$ cat config.mk
export PLATFORM = sky130hd
export DESIGN_NAME = id_ex_pipeline_reg
export DESIGN_NICKNAME = d
export VERILOG_FILES = /design/src/rtl/id_ex_pipeline_reg.sv
export SDC_FILE = /design/constraint.sdc
export NUM_CORES = 1
export LEC_CHECK = 0
export CORE_AREA = 10 10 215 217
export DETAILED_ROUTE_END_ITERATION = 7
export DIE_AREA = 0 0 225 227
export GPL_ROUTABILITY_DRIVEN = 0
export PLACE_DENSITY = 0.57
export SLEW_MARGIN = 30
export SYNTH_ARGS = -nofsm -noshare
export SYNTH_HDL_FRONTEND = slang
export SYNTH_SLANG_ARGS = --single-unit
export TNS_END_PERCENT = 30
$ cat constraint.sdc
create_clock -name clk -period 3.3 [get_ports clk]
set_clock_uncertainty 0.05 [all_clocks]
set_input_delay 0.66 -clock clk [delete_from_list [all_inputs] [get_ports clk]]
set_output_delay 0.66 -clock clk [all_outputs]
set_load 0.005 [all_outputs]
$ cat src/rtl/id_ex_pipeline_reg.sv
// ID/EX pipeline register: captures decode-stage control, register numbers, PC,
// operands and immediate for the execute stage, with flush (bubble) and stall (hold).
module id_ex_pipeline_reg #(
   parameter int unsigned DATA_W     = 64,
   parameter int unsigned REG_ADDR_W = 5,
   parameter int unsigned ALUOP_W    = 2,
   parameter int unsigned FUNCT_W    = 4
) (
   input  logic                  clk,
   input  logic                  reset,
   input  logic                  flush,
   input  logic                  stall,
   input  logic                  Branch,
   input  logic                  MemRead,
   input  logic                  MemWrite,
   input  logic                  MemtoReg,
   input  logic                  RegWrite,
   input  logic                  ALUSrc,
   input  logic [ALUOP_W-1:0]    ALUOp,
   input  logic [FUNCT_W-1:0]    Funct,
   input  logic [REG_ADDR_W-1:0] rs1,
   input  logic [REG_ADDR_W-1:0] rs2,
   input  logic [REG_ADDR_W-1:0] rd,
   input  logic [DATA_W-1:0]     IFID_PC_Out,
   input  logic [DATA_W-1:0]     ReadData1,
   input  logic [DATA_W-1:0]     ReadData2,
   input  logic [DATA_W-1:0]     imm_data,
   output logic                  IDEX_Branch,
   output logic                  IDEX_MemRead,
   output logic                  IDEX_MemWrite,
   output logic                  IDEX_MemtoReg,
   output logic                  IDEX_RegWrite,
   output logic                  IDEX_ALUSrc,
   output logic [ALUOP_W-1:0]    IDEX_ALUOp,
   output logic [FUNCT_W-1:0]    IDEX_Funct,
   output logic [REG_ADDR_W-1:0] IDEX_rs1,
   output logic [REG_ADDR_W-1:0] IDEX_rs2,
   output logic [REG_ADDR_W-1:0] IDEX_rd,
   output logic [DATA_W-1:0]     IDEX_PC_Out,
   output logic [DATA_W-1:0]     IDEX_ReadData1,
   output logic [DATA_W-1:0]     IDEX_ReadData2,
   output logic [DATA_W-1:0]     imm_data1
);

   // Flush clears exactly like reset; the all-zero control word is the NOP bubble.
   always_ff @(posedge clk) begin
      if (reset || flush) begin
         IDEX_Branch    <= 1'b0;
         IDEX_MemRead   <= 1'b0;
         IDEX_MemWrite  <= 1'b0;
         IDEX_MemtoReg  <= 1'b0;
         IDEX_RegWrite  <= 1'b0;
         IDEX_ALUSrc    <= 1'b0;
         IDEX_ALUOp     <= '0;
         IDEX_Funct     <= '0;
         IDEX_rs1       <= '0;
         IDEX_rs2       <= '0;
         IDEX_rd        <= '0;
         IDEX_PC_Out    <= '0;
         IDEX_ReadData1 <= '0;
         IDEX_ReadData2 <= '0;
         imm_data1      <= '0;
      end else if (!stall) begin
         IDEX_Branch    <= Branch;
         IDEX_MemRead   <= MemRead;
         IDEX_MemWrite  <= MemWrite;
         IDEX_MemtoReg  <= MemtoReg;
         IDEX_RegWrite  <= RegWrite;
         IDEX_ALUSrc    <= ALUSrc;
         IDEX_ALUOp     <= ALUOp;
         IDEX_Funct     <= Funct;
         IDEX_rs1       <= rs1;
         IDEX_rs2       <= rs2;
         IDEX_rd        <= rd;
         IDEX_PC_Out    <= IFID_PC_Out;
         IDEX_ReadData1 <= ReadData1;
         IDEX_ReadData2 <= ReadData2;
         imm_data1      <= imm_data;
      end
   end

endmodule

==> qor.csv, run 1 <==
metric,value,unit
cts.sinks,283,
reg2reg_depth,2,
htreeDepth,2,
worstPathRequired,2.59,ns
wl_per_cell,19.1,µm
syn_nets,1201,
antenna_found_initial,0,
hold_path.class,reg -> reg,
placeableCoreArea,0.0418,mm²
final.min_clock_period,2.20,ns
first_iter_violations,294,
grt_first_pass_wirelength,55.4,mm
rsz0062_at_grt,no,
viasPerCell,4.12,
synthesis.area,0.0102,mm²
clkTransAtPathRegs,0.06,ns
dpl-instance-area,0.0162,mm²
ir_worst_vdd,0.336,mV
dp_hpwl,30.2,mm
end_kind,output pin,
pwr-share-clk,43.9,%
status,completed,
synth_top_area_share,55.4,%
tritoncts,done,
overflow,0,
port-buffer-count,569,
slew_violations,0,
grtUsageTotal,14.3,%
synth_edf_count,0,
ys_ff_latch,283,
worst-path-max-fanout,2,
worstReg2RegEnd,IDEX_rd[3],
cts-resized-gates,0,
tightest_slew,0.707,ns
io_pins,570,
fp-row-count,75,
root_buffer,clkbuf_16,
setup_viol,0,
die_area,0.0511,mm²
leakagePower,7.15,nW
postRouteAntennaNets,0,
fp.dieH,227,µm
routed_wirelength,38.9,mm
syn_area_per_cell,11.2,µm²
fin_nets,1767,
route.detailed.drc,0,
grt_max_degree,63,
yosysWarnings,0,
p_comb_share,12.7,%
hold_depth,2,
powerDensity,477,mW/mm²
numCtsBuffers,34,
min_to,IDEX_PC_Out[0],
num_vias,8403,
r2r_start,IDEX_rd[3],
n_antenna_cell,0,
crit_family,buffers and inverters,
critical-path-max-stage-delay,0.59,ns
drive_above_1_share,5.19,%
crit_type,reg -> out,
clk_path_buf_depth,3,
ys.flop_type,dfxtp_1,
final_area,0.0173,mm²
cts_hold_buf,0,
crit_path_top_delay_cell,clkdlybuf4s50_1,
p_sw_share,22.5,%
crit_buf_inv,1,
power_switching,1.86,mW
synthTopCellsByArea,"dfxtp_1 55%, mux2i_1 28%, nor2_1 10%, buf_6 5.5%, buf_4 0.73%",
slew_headroom,52.9,%
cp.depth,1,
crit_start,IDEX_PC_Out[49],
initial_utilization,24.5,%
grt_pass1_vias,8593,
insertion_delay,0.51,ns
arrival,1.49,ns
max_freq,0.455,GHz
synthArstFlopShare,0,%
maxCapViolations,0,
syn-instance-count,914,
area_growth,69.6,%
synth_area_leader_cell,dfxtp_1,
critPathLaunchType,flip-flop,
synth_top_cells_by_count,"283 x dfxtp_1, 283 x mux2i_1, 283 x nor2_1",
path_cells,clkdlybuf4s50_1,
setup_tns,0,ns
r2r_setup_slack,2.59,ns
hold_viol_final,0,
p_seq_share,43.4,%
ys_types,8,
ys_seq_area_share,55.4,%
period_share,66.6,%
fp.dieW,225,µm
postCtsSetupRepairBufs,0,
p_int,6.42,mW
firstDrtPassIters,4,
worstHoldStart,IDEX_PC_Out[0],
==> flip-flops by register name, summed over array words and instances (netlist names) <==
register,cells
IDEX_ALUOp,2
IDEX_PC_Out,64
IDEX_MemWrite,1
IDEX_Funct,4
IDEX_rs1,5
imm_data1,64
IDEX_ReadData1,64
IDEX_rd,5
IDEX_MemRead,1
IDEX_rs2,5
IDEX_Branch,1
IDEX_ALUSrc,1
IDEX_MemtoReg,1
IDEX_RegWrite,1
IDEX_ReadData2,64
==> cells in the final DEF (no fill, tap or decap) <==
| cell | netlist | routed |
|---|---|---|
| clkbuf_1 | 1 | 7 |
| buf_8 | 0 | 1 |
| buf_12 | 0 | 9 |
| buf_4 | 10 | 16 |
| dfxtp_1 | 283 | 283 |
| clkinvlp_4 | 0 | 1 |
| clkinv_2 | 0 | 5 |
| clkbuf_16 | 0 | 37 |
| clkbuf_8 | 0 | 8 |
| mux2i_1 | 283 | 283 |
| or2_4 | 0 | 1 |
| nor2_1 | 283 | 283 |
| clkdlybuf4s50_1 | 0 | 568 |
==> cell families after synthesis <==
logic type | count (synthesis) | synth area share, %
mux | 283 | 27.7
simple gates | 284 | 10.5
flops | 283 | 55.4
buf+inv | 64 | 6.43
==> per-stage QoR <==
stage | total power [mW] | hold slack (ns) | utilization [%] | cells | worst slack (ns)
after floorplan | 4.08 | 0.438 | - | 914 | 1.80
after global placement | 4.71 | 0.423 | 38.9 | 1983 | 1.08
after detailed placement | 4.72 | 0.435 | 38.9 | 1983 | 1.07
after CTS | 8.43 | 0.446 | 41.5 | 2041 | 1.03
after global routing | 8.64 | 0.465 | 41.5 | 2041 | 1.04
final | 8.28 | 0.441 | 41.5 | 2041 | 1.10
==> area by class of cell <==
class                           instances  area [µm²]
Clock inverter                          6        32.5
Multi-Input combinational cell        567        3900
Tap cell                              539         674
Fill cell                            4065       24400
Timing Repair Buffer                  594        6000
Sequential cell                       283        5670
Clock buffer                           52        1060
==> power groups by stage <==
stage	clock network, mW	registers [mW]	logic (mW)
6_report	3.64	3.59	1.05
5_1_grt	3.91	3.60	1.13
4_1_cts	3.78	3.59	1.07
3_5_place_dp	0	3.66	1.06
3_3_place_gp	0	3.66	1.05
2_1_floorplan	0	3.67	0.414
==> per-layer routing <==
layer	global-route usage [%]	up-vias	share of wire, %
met4	5.77	0	2.7
met1	15.0	3852	38
met2	24.5	335	49
met5	0	-	0
met3	6.61	56	11
li1	-	4160	-
==> worst reg2reg max path, cell delays in order, from the launching register on <==
cell and delay, ns:
dfxtp_1 0.35, mux2i_1 0.14, nor2_1 0.05
==> worst max-delay path by stage <==
stage | slack [ns] | end
3_5_place_dp | 1.07 | IDEX_PC_Out[14]
6_report | 1.10 | IDEX_PC_Out[49]
4_1_cts | 1.03 | IDEX_PC_Out[49]
2_1_floorplan | 1.80 | IDEX_ALUOp[0]
3_3_place_gp | 1.08 | IDEX_ReadData2[11]
5_1_grt | 1.04 | IDEX_PC_Out[49]
No activity file was read; power rests on OpenSTA's default activity.
==> run 2, diff against run 1 <==
Settings changed: CORE_AREA 10 10 215 217 to 10 10 216 218, DIE_AREA 0 0 225 227 to 0 0 226 228, PLACE_DENSITY 0.57 to 0.59.
Clock period 3.3 ns to 1.9 ns, I/O delays scaled along.
==> run 2 against run 1 <==
Compared with the run above: register-to-register slack lost 1.4 ns; first-iteration DRC count shrank 3.4%; via count is 0.90% higher; clock power is 75% higher; utilization hardly changed; clock-buffer cell count rose by 1; critical path depth unchanged; combinational power is 77% higher; setup slack lost 1.1 ns; critical endpoint is now IDEX_PC_Out[45]; largest cell class unchanged.
==> qor.csv, run 2 (synthesis gave the netlist of run 1 again) <==
metric,value,unit,change
nFillCells,4135,,+1.7%
ir_worst_vdd,0.812,mV,+140%
setup_tns,0,ns,unchanged
final.min_clock_period,1.86,ns,
worst-path-max-fanout,2,,unchanged
worstPathRequired,1.47,ns,-1.12 ns
fp-row-count,76,,+1.3%
clk_path_buf_depth,3,,unchanged
hold_slack,0.175,ns,-0.266 ns
viasPerCell,4.09,,-0.56%
dr_wl_met3,4.02,mm,-4.1%
crit_path_top_delay_cell,clkdlybuf4s50_1,,
io_pins,570,,unchanged
wl_per_cell,18.8,µm,-1.5%
final_common_cell,clkdlybuf4s50_1,,
grt_max_degree,44,,-30%
dp_hpwl,30.8,mm,+2.1%
fin_nets,1787,,+1.1%
hold_path.class,in -> reg,,
reg2reg_depth,2,,unchanged
insertion_delay,0.51,ns,about the same
crit_family,buffers and inverters,,
critPathLaunchType,flip-flop,,
end_kind,output pin,,
postRouteAntennaNets,0,,unchanged
final_cells,2071,,+1.5%
hold_viol_final,0,,unchanged
area_growth,72.5,%,
route.detailed.drc,0,,unchanged
htreeDepth,2,,unchanged
tritoncts,done,,
dp_cells,2010,,+1.4%
fp.dieH,228,µm,+0.44%
crit_buf_inv,1,,unchanged
numCtsBuffers,34,,unchanged
grtUsageTotal,14.4,%,+0.13 points
hold_depth,3,,+1
firstDrtPassIters,4,,unchanged
total_power,14.5,mW,+75%
arrival,1.43,ns,-0.06 ns
fp.dieW,226,µm,+0.44%
cts.sinks,283,,unchanged
first_iter_violations,284,,-3.4%
status,completed,,
powerDensity,820,mW/mm²,+72%
period_share,97.8,%,
path_cells,clkdlybuf4s50_1,,
setup_viol,0,,unchanged
slew_headroom,71.8,%,+19 points
drive_above_1_share,6.64,%,+1.4 points
critical-path-max-stage-delay,0.54,ns,-0.05 ns
crit_type,reg -> out,,
die_area,0.0515,mm²,+0.89%
utilization,41.5,%,about the same
leakagePower,7.78,nW,+8.8%
grt_first_pass_wirelength,57.0,mm,+3.0%
route.met2.wl,19.2,mm,+1.0%
num_vias,8479,,+0.90%
wl_met1,14.8,mm,+1.3%
place_ws,0.155,ns,-0.914 ns
overflow,0,,unchanged
maxCapViolations,0,,unchanged
tightest_slew,0.423,ns,-0.284 ns
initial_utilization,24.1,%,-0.43 points
final_cell_mix,"518 x clkdlybuf4s50_1, 283 x mux2i_1, 283 x nor2_1, 280 x dfxtp_1, 37 x clkbuf_16",,
grt_pass1_vias,8815,,+2.6%
port-buffer-count,569,,unchanged
dpl-instance-area,0.0165,mm²,+1.6%
final_area,0.0176,mm²,+1.7%
max_freq,0.538,GHz,
top_layer,met4,,
fin_ws,0.0425,ns,-1.06 ns
clkTransAtPathRegs,0.05,ns,about the same
placeableCoreArea,0.0425,mm²,+1.8%
antenna_found_initial,3,,+3
slew_violations,0,,unchanged
root_buffer,clkbuf_16,,
routed_wirelength,38.9,mm,about the same
cp.depth,1,,unchanged
-- run 2: final timing paths --
check	end	slack [ns]	from
max reg2reg	IDEX_PC_Out[54]	1.20	IDEX_PC_Out[54]
min reg2reg	IDEX_ReadData1[29]	0.44	IDEX_ReadData1[29]
max	IDEX_PC_Out[45]	0.04	IDEX_PC_Out[45]
min	IDEX_PC_Out[40]	0.18	stall
-- run 2: power by group --
part           internal [mW]  switching (mW)  leakage [nW]
Combinational           1.21           0.659          4.93
Sequential              6.14           0.105          2.31
Clock                   3.87            2.49         0.545
Total                   11.2            3.25          7.78
-- run 2: per-layer routing --
layer | track usage (%) | vias to the layer above
li1 | - | 4192
met1 | 15.2 | 3900
met2 | 25.1 | 343
met3 | 5.97 | 44
met4 | 5.24 | 0
met5 | 0 | -
-- run 2: layout make-up --
type                       count  area, µm²  area share [%]
multi-input combinational    567       3900            22.1
tap                          546        683            3.87
timing repair buffer         614       6270            35.5
sequential                   283       5670            32.1
antenna                        3       7.51          0.0426
clock buffer                  53       1080            6.10
clock inverter                 5       27.5           0.156
-- run 2: repair_timing --
item | in CTS | in global routing
gates resized for setup | 32 | 21
hold buffers | 0 | 0
hold endpoints to repair | 0 | 0
gates cloned | 0 | 0
pin swaps | 0 | 0
buffers inserted | 0 | 0
endpoints found under the setup margin | 32 | 21
